--- src/rtl/nram_pkg.sv ---
// Shared definitions for the NRAM FIFO controller: FSM state encoding and
// default data/address widths.
package nram_pkg;

  localparam int DW_DEF = 8;
  localparam int AW_DEF = 2;

  typedef enum logic [1:0] {
    EMPTY  = 2'd0,
    ACTIVE = 2'd1,
    FULL   = 2'd2
  } state_e;

endpackage

--- src/rtl/nram_ptr_ctrl.sv ---
// Write/read pointer and occupancy bookkeeping for the NRAM FIFO controller.
// clr_i returns everything to zero and dominates any same-cycle fire.
module nram_ptr_ctrl #(
  parameter int AW = 2
) (
  input  logic          clk,
  input  logic          clr_i,
  input  logic          enq_fire_i,
  input  logic          deq_fire_i,
  output logic [AW-1:0] wptr_o,
  output logic [AW-1:0] rptr_o,
  output logic [AW:0]   count_o
);

  localparam logic [AW-1:0] PTR_ONE = 1;
  localparam logic [AW:0]   CNT_ONE = 1;

  logic [AW-1:0] wptr_q, wptr_d;
  logic [AW-1:0] rptr_q, rptr_d;
  logic [AW:0]   count_q, count_d;

  // Pointers wrap naturally through their AW-bit width.
  always_comb begin
    wptr_d  = wptr_q;
    rptr_d  = rptr_q;
    count_d = count_q;
    if (enq_fire_i) wptr_d = wptr_q + PTR_ONE;
    if (deq_fire_i) rptr_d = rptr_q + PTR_ONE;
    if (enq_fire_i && !deq_fire_i)      count_d = count_q + CNT_ONE;
    else if (!enq_fire_i && deq_fire_i) count_d = count_q - CNT_ONE;
  end

  always_ff @(posedge clk) begin
    if (clr_i) begin
      wptr_q  <= '0;
      rptr_q  <= '0;
      count_q <= '0;
    end else begin
      wptr_q  <= wptr_d;
      rptr_q  <= rptr_d;
      count_q <= count_d;
    end
  end

  assign wptr_o  = wptr_q;
  assign rptr_o  = rptr_q;
  assign count_o = count_q;

endmodule

--- src/rtl/nram_fifo_ctrl.sv ---
// FIFO controller around an external asynchronous-read NRAM of depth 2**AW.
// Optional synchronous flush input enabled by defining NRAM_FIFO_FLUSH_EN.
module nram_fifo_ctrl
  import nram_pkg::*;
#(
  parameter int DW = DW_DEF,
  parameter int AW = AW_DEF
) (
  input  logic          clk,
  input  logic          reset,
`ifdef NRAM_FIFO_FLUSH_EN
  input  logic          io_flush,
`endif
  input  logic          io_enq_valid,
  output logic          io_enq_ready,
  input  logic [DW-1:0] io_enq_bits,
  output logic          io_deq_valid,
  input  logic          io_deq_ready,
  output logic [DW-1:0] io_deq_bits,
  output logic [DW-1:0] io_ram_D,
  output logic [AW-1:0] io_ram_WADD,
  output logic          io_ram_WE,
  output logic [AW-1:0] io_ram_RADD,
  input  logic [DW-1:0] io_ram_Q,
  output logic [AW:0]   io_count
);

  localparam logic [AW:0] CNT_LAST = {1'b0, {AW{1'b1}}};
  localparam logic [AW:0] CNT_ONE  = 1;

  state_e state_q;
  logic   clr;
  logic   enq_fire;
  logic   deq_fire;

`ifdef NRAM_FIFO_FLUSH_EN
  assign clr          = reset | io_flush;
  assign io_enq_ready = (state_q != FULL) && !io_flush;
`else
  assign clr          = reset;
  assign io_enq_ready = (state_q != FULL);
`endif

  assign io_deq_valid = (state_q != EMPTY);
  assign enq_fire     = io_enq_valid && io_enq_ready;
  assign deq_fire     = io_deq_valid && io_deq_ready;

  // Reset must not corrupt the NRAM, so the strobe is masked in that cycle.
  assign io_ram_WE   = enq_fire && !reset;
  assign io_ram_D    = io_enq_bits;
  assign io_deq_bits = io_ram_Q;

  nram_ptr_ctrl #(.AW(AW)) u_ptr (
    .clk        (clk),
    .clr_i      (clr),
    .enq_fire_i (enq_fire),
    .deq_fire_i (deq_fire),
    .wptr_o     (io_ram_WADD),
    .rptr_o     (io_ram_RADD),
    .count_o    (io_count)
  );

  always_ff @(posedge clk) begin
    if (clr) begin
      state_q <= EMPTY;
    end else begin
      case (state_q)
        EMPTY:  if (enq_fire) state_q <= ACTIVE;
        ACTIVE: begin
          if (enq_fire && !deq_fire && io_count == CNT_LAST)
            state_q <= FULL;
          else if (deq_fire && !enq_fire && io_count == CNT_ONE)
            state_q <= EMPTY;
        end
        FULL:   if (deq_fire) state_q <= ACTIVE;
        default: state_q <= EMPTY;
      endcase
    end
  end

endmodule

--- config.mk ---
export PLATFORM = sky130hd
export DESIGN_NAME = nram_fifo_ctrl
export DESIGN_NICKNAME = d
export VERILOG_FILES = /design/src/rtl/nram_pkg.sv /design/src/rtl/nram_ptr_ctrl.sv /design/src/rtl/nram_fifo_ctrl.sv
export SDC_FILE = /design/constraint.sdc
export NUM_CORES = 1
export LEC_CHECK = 0
export ABC_AREA = 1
export ABC_CLOCK_PERIOD_IN_PS = 2400
export BUFFER_PORTS_ARGS = -buffer_cell sky130_fd_sc_hd__buf_2
export CORE_MARGIN = 8
export CORE_UTILIZATION = 42
export CTS_CLUSTER_SIZE = 28
export DETAILED_ROUTE_END_ITERATION = 6
export PLACE_DENSITY = 0.83
export RECOVER_POWER = 100
export SLEW_MARGIN = 5
export SYNTH_ARGS = -nofsm -noshare
export SYNTH_HDL_FRONTEND = slang
export SYNTH_SLANG_ARGS = --single-unit
--- constraint.sdc ---
create_clock -name clk -period 2.4 [get_ports clk]
set_input_delay 0.12 -clock clk [delete_from_list [all_inputs] [get_ports clk]]
set_output_delay 0.12 -clock clk [all_outputs]
set_load 0.03 [all_outputs]
==> summary.txt <==
Worst hold path
  • Hold Path Cell Cnt: 2
  • Worst hold start: reset
  • Hold Path Class: input port to flop

Placed design
  • RePlAce Congestion: 0.833
  • DP Wirelength: 1.01 mm
  • Area after DPL: 599 sq um
  • Port bufs: 13

Route
  • DRC violations left: 0
  • Via count: 513
  • Vias/cell: 4.79
  • Antenna Nets Post-Route: 0
  • Routed WL per cell: 11.5 um
  • Pre-antenna DRT Iters: 5
  • Starting DRC count in detailed routing: 12
  • Routed WL: 1.23 mm

Final layout
  • # diodes: 0
  • Most frequent cells in the layout: 16 x inv_1, 13 x nor2_1, 11 x nand2_1, 11 x clkbuf_1, 9 x dfxtp_1
  • Fraction of layout cells with a size suffix above 1: 6.59%
  • Final nets: 118
  • Final Cell Area: 608 sq um
  • Area Overhead vs Synth: -4.14%
  • Most common cell after layout, fill and taps aside: inv_1

Synth
  • Post-Synthesis Cells: 90
  • Yosys cell types: 14
  • Synth Register Bits: 9
  • Post-Syn Area: 634 sq um
  • Syn_area_per_cell: 7.05 sq um
  • Post-Synthesis Net Count: 116
  • Ys Warns: 0
  • Sequential element share of the synthesized area: 28.4%

Setup path
  • Crit-path max FO: 5
  • Worst path slowest cell: dfxtp_1
  • Slowest stage delay, CP: 0.32 ns
  • CP Data Arrival Time: 1.66 ns
  • Worst Path Buf+Inv: 3
  • CP Data Required Time: 2.56 ns
  • Stages on worst setup path: 9
  • Cell mode on critical path: inv_1
  • Cell Chain, Critical Path: inv_1 > nand2_1 > nand2_1 > inv_1 > ha_1 > inv_1 > o21ai_0 > nor2_1 > nor2_1
  • FF-to-FF End: u_ptr.count_o[2]
  • Critical path launch point: state_q[0]
  • End of the critical path: u_ptr.count_o[2]
  • CP endpoint kind: flop
  • Top cell family by delay on the critical path: simple AND/OR/NAND/NOR gates
  • R2R cell count: 9
  • FF-to-FF setup slack: 0.90 ns
  • Reg-to-reg critical path startpoint: state_q[0]
  • WS Path Type: flop to flop
  • Critical Path Source Type: flop

Die
  • Die ar.: 0.00301 sq mm
  • Starting Density: 43.6%
  • Die H: 54.9 um
  • Total core area: 0.00145 sq mm
  • Site Rows: 14
  • IO Pins: 46
  • Die width: 54.9 um

STA
  • RSZ-0062 raised after global routing: false
  • Final worst-path cycle share: 62.3%
  • Final setup skew: 0.00127 ns
  • Final setup vio count: 0
  • Slew Limit Fails: 0
  • Setup TNS: 0 ns
  • Worst Tran Pin Value: 0.378 ns
  • Max-slew headroom: 74.9%
  • Maximum clock rate: 669 MHz
  • Tmin final: 1.50 ns
  • Count of final hold-check violations: 0

Clock network
  • Clk Latency, worst-skew pair: 0.26 ns
  • CTS tree: yes
  • CTS Sinks: 9
  • Root buffer cell: clkbuf_4
  • Post-CTS Hold Fix Bufs: 0
  • TritonCTS buffer count: 3
  • CTS clock-pin slew for the worst setup and hold paths: 0.06 ns
  • Setup bufs post-CTS: 0
  • # H-tree levels: 1
  • PostCTS Resize Cnt: 0
  • Deepest clock path buffer count: 2

Global route
  • Total gr overflow: 0
  • All-Layer GR Usage: 8.79%
  • Global-route wire length before repair: 1.95 mm
  • Pin count of the biggest net entering global routing: 8
  • Initial antenna violation count: 0
  • Via count of the first global-routing pass: 484

Pwr
  • PwrDens: 686 mW/mm^2
  • Max VDD drop: 0.344 mV
  • Pleak: 0.295 nW
  • Final Power: 0.417 mW

Status
  • Status: finished, final reports clean

Run
  • Max Cap Viol: 0
==> layout make-up <==
| cell class | count | area (sq um) |
|---|---|---|
| Inverter | 16 | 60.1 |
| Clock buffer | 4 | 26.3 |
| Sequential cell | 9 | 180 |
| Fill cell | 166 | 846 |
| Multi-Input combinational cell | 49 | 269 |
| Timing Repair Buffer | 13 | 52.6 |
| Tap cell | 16 | 20.0 |
==> metrics by stage <==
stage	std cells	setup slack, ns	hold WS [ns]	util [%]
2_1_floorplan	90	0.894	0.189	-
3_3_place_gp	103	1.01	0.240	41.2
3_5_place_dp	103	0.981	0.240	41.2
4_1_cts	107	0.966	0.101	43.0
5_1_grt	107	0.736	0.114	41.8
6_report	107	0.905	0.106	41.8
==> cells by family after synthesis <==
| logic type | Yosys count | share of synthesized area [%] |
|---|---|---|
| buf+inv | 32 | 28.4 |
| simple gates | 28 | 18.1 |
| compound gates | 14 | 11.8 |
| flops | 9 | 28.4 |
| fa+ha+maj | 6 | 11.8 |
| xor+xnor | 1 | 1.38 |
==> power by group <==
| part | total (mW) | internal (mW) | switching, mW |
|---|---|---|---|
| registers | 0.177 | 0.164 | 0.0129 |
| logic | 0.121 | 0.0374 | 0.0839 |
| clock network | 0.119 | 0.0642 | 0.0549 |
==> routing by layer <==
layer | vias to the layer above | routed length, um | GRT usage [%]
li1 | 264 | - | -
met1 | 228 | 477 | 9.10
met2 | 19 | 609 | 14.3
met3 | 2 | 130 | 3.53
met4 | 0 | 13 | 5.74
met5 | - | 0 | 0
==> cell usage after synthesis, drive strengths merged <==
cell    count  area, sq um
a21oi       5         25.0
dfxtp       9          180
nor2       13         51.3
ha          6         75.1
nand2      11         43.8
buf        16          120
o21ai       7         35.0
inv        16         60.1
nand3       4         20.0
xnor2       1         8.76
o21bai      1         7.51
o211ai      1         7.51
==> state kept, by name, indices dropped and copies added (netlist names) <==
register	count
u_ptr.wptr_o	2
state_q	2
u_ptr.rptr_o	2
u_ptr.count_o	3
==> worst reg2reg max path, stage by stage, from the launching register on <==
cell	delay, ns
dfxtp_1	0.32
inv_1	0.11
nand2_1	0.08
nand2_1	0.16
inv_1	0.08
ha_1	0.32
inv_1	0.10
o21ai_0	0.08
nor2_1	0.09
nor2_1	0.05
==> worst min path at each step <==
stage,end
global route,state_q[1]
detailed placement,io_deq_bits[7]
finish,u_ptr.rptr_o[1]
floorplan,state_q[0]
global placement,io_deq_bits[7]
CTS,u_ptr.rptr_o[1]
Power figures use the tool's default switching activity.
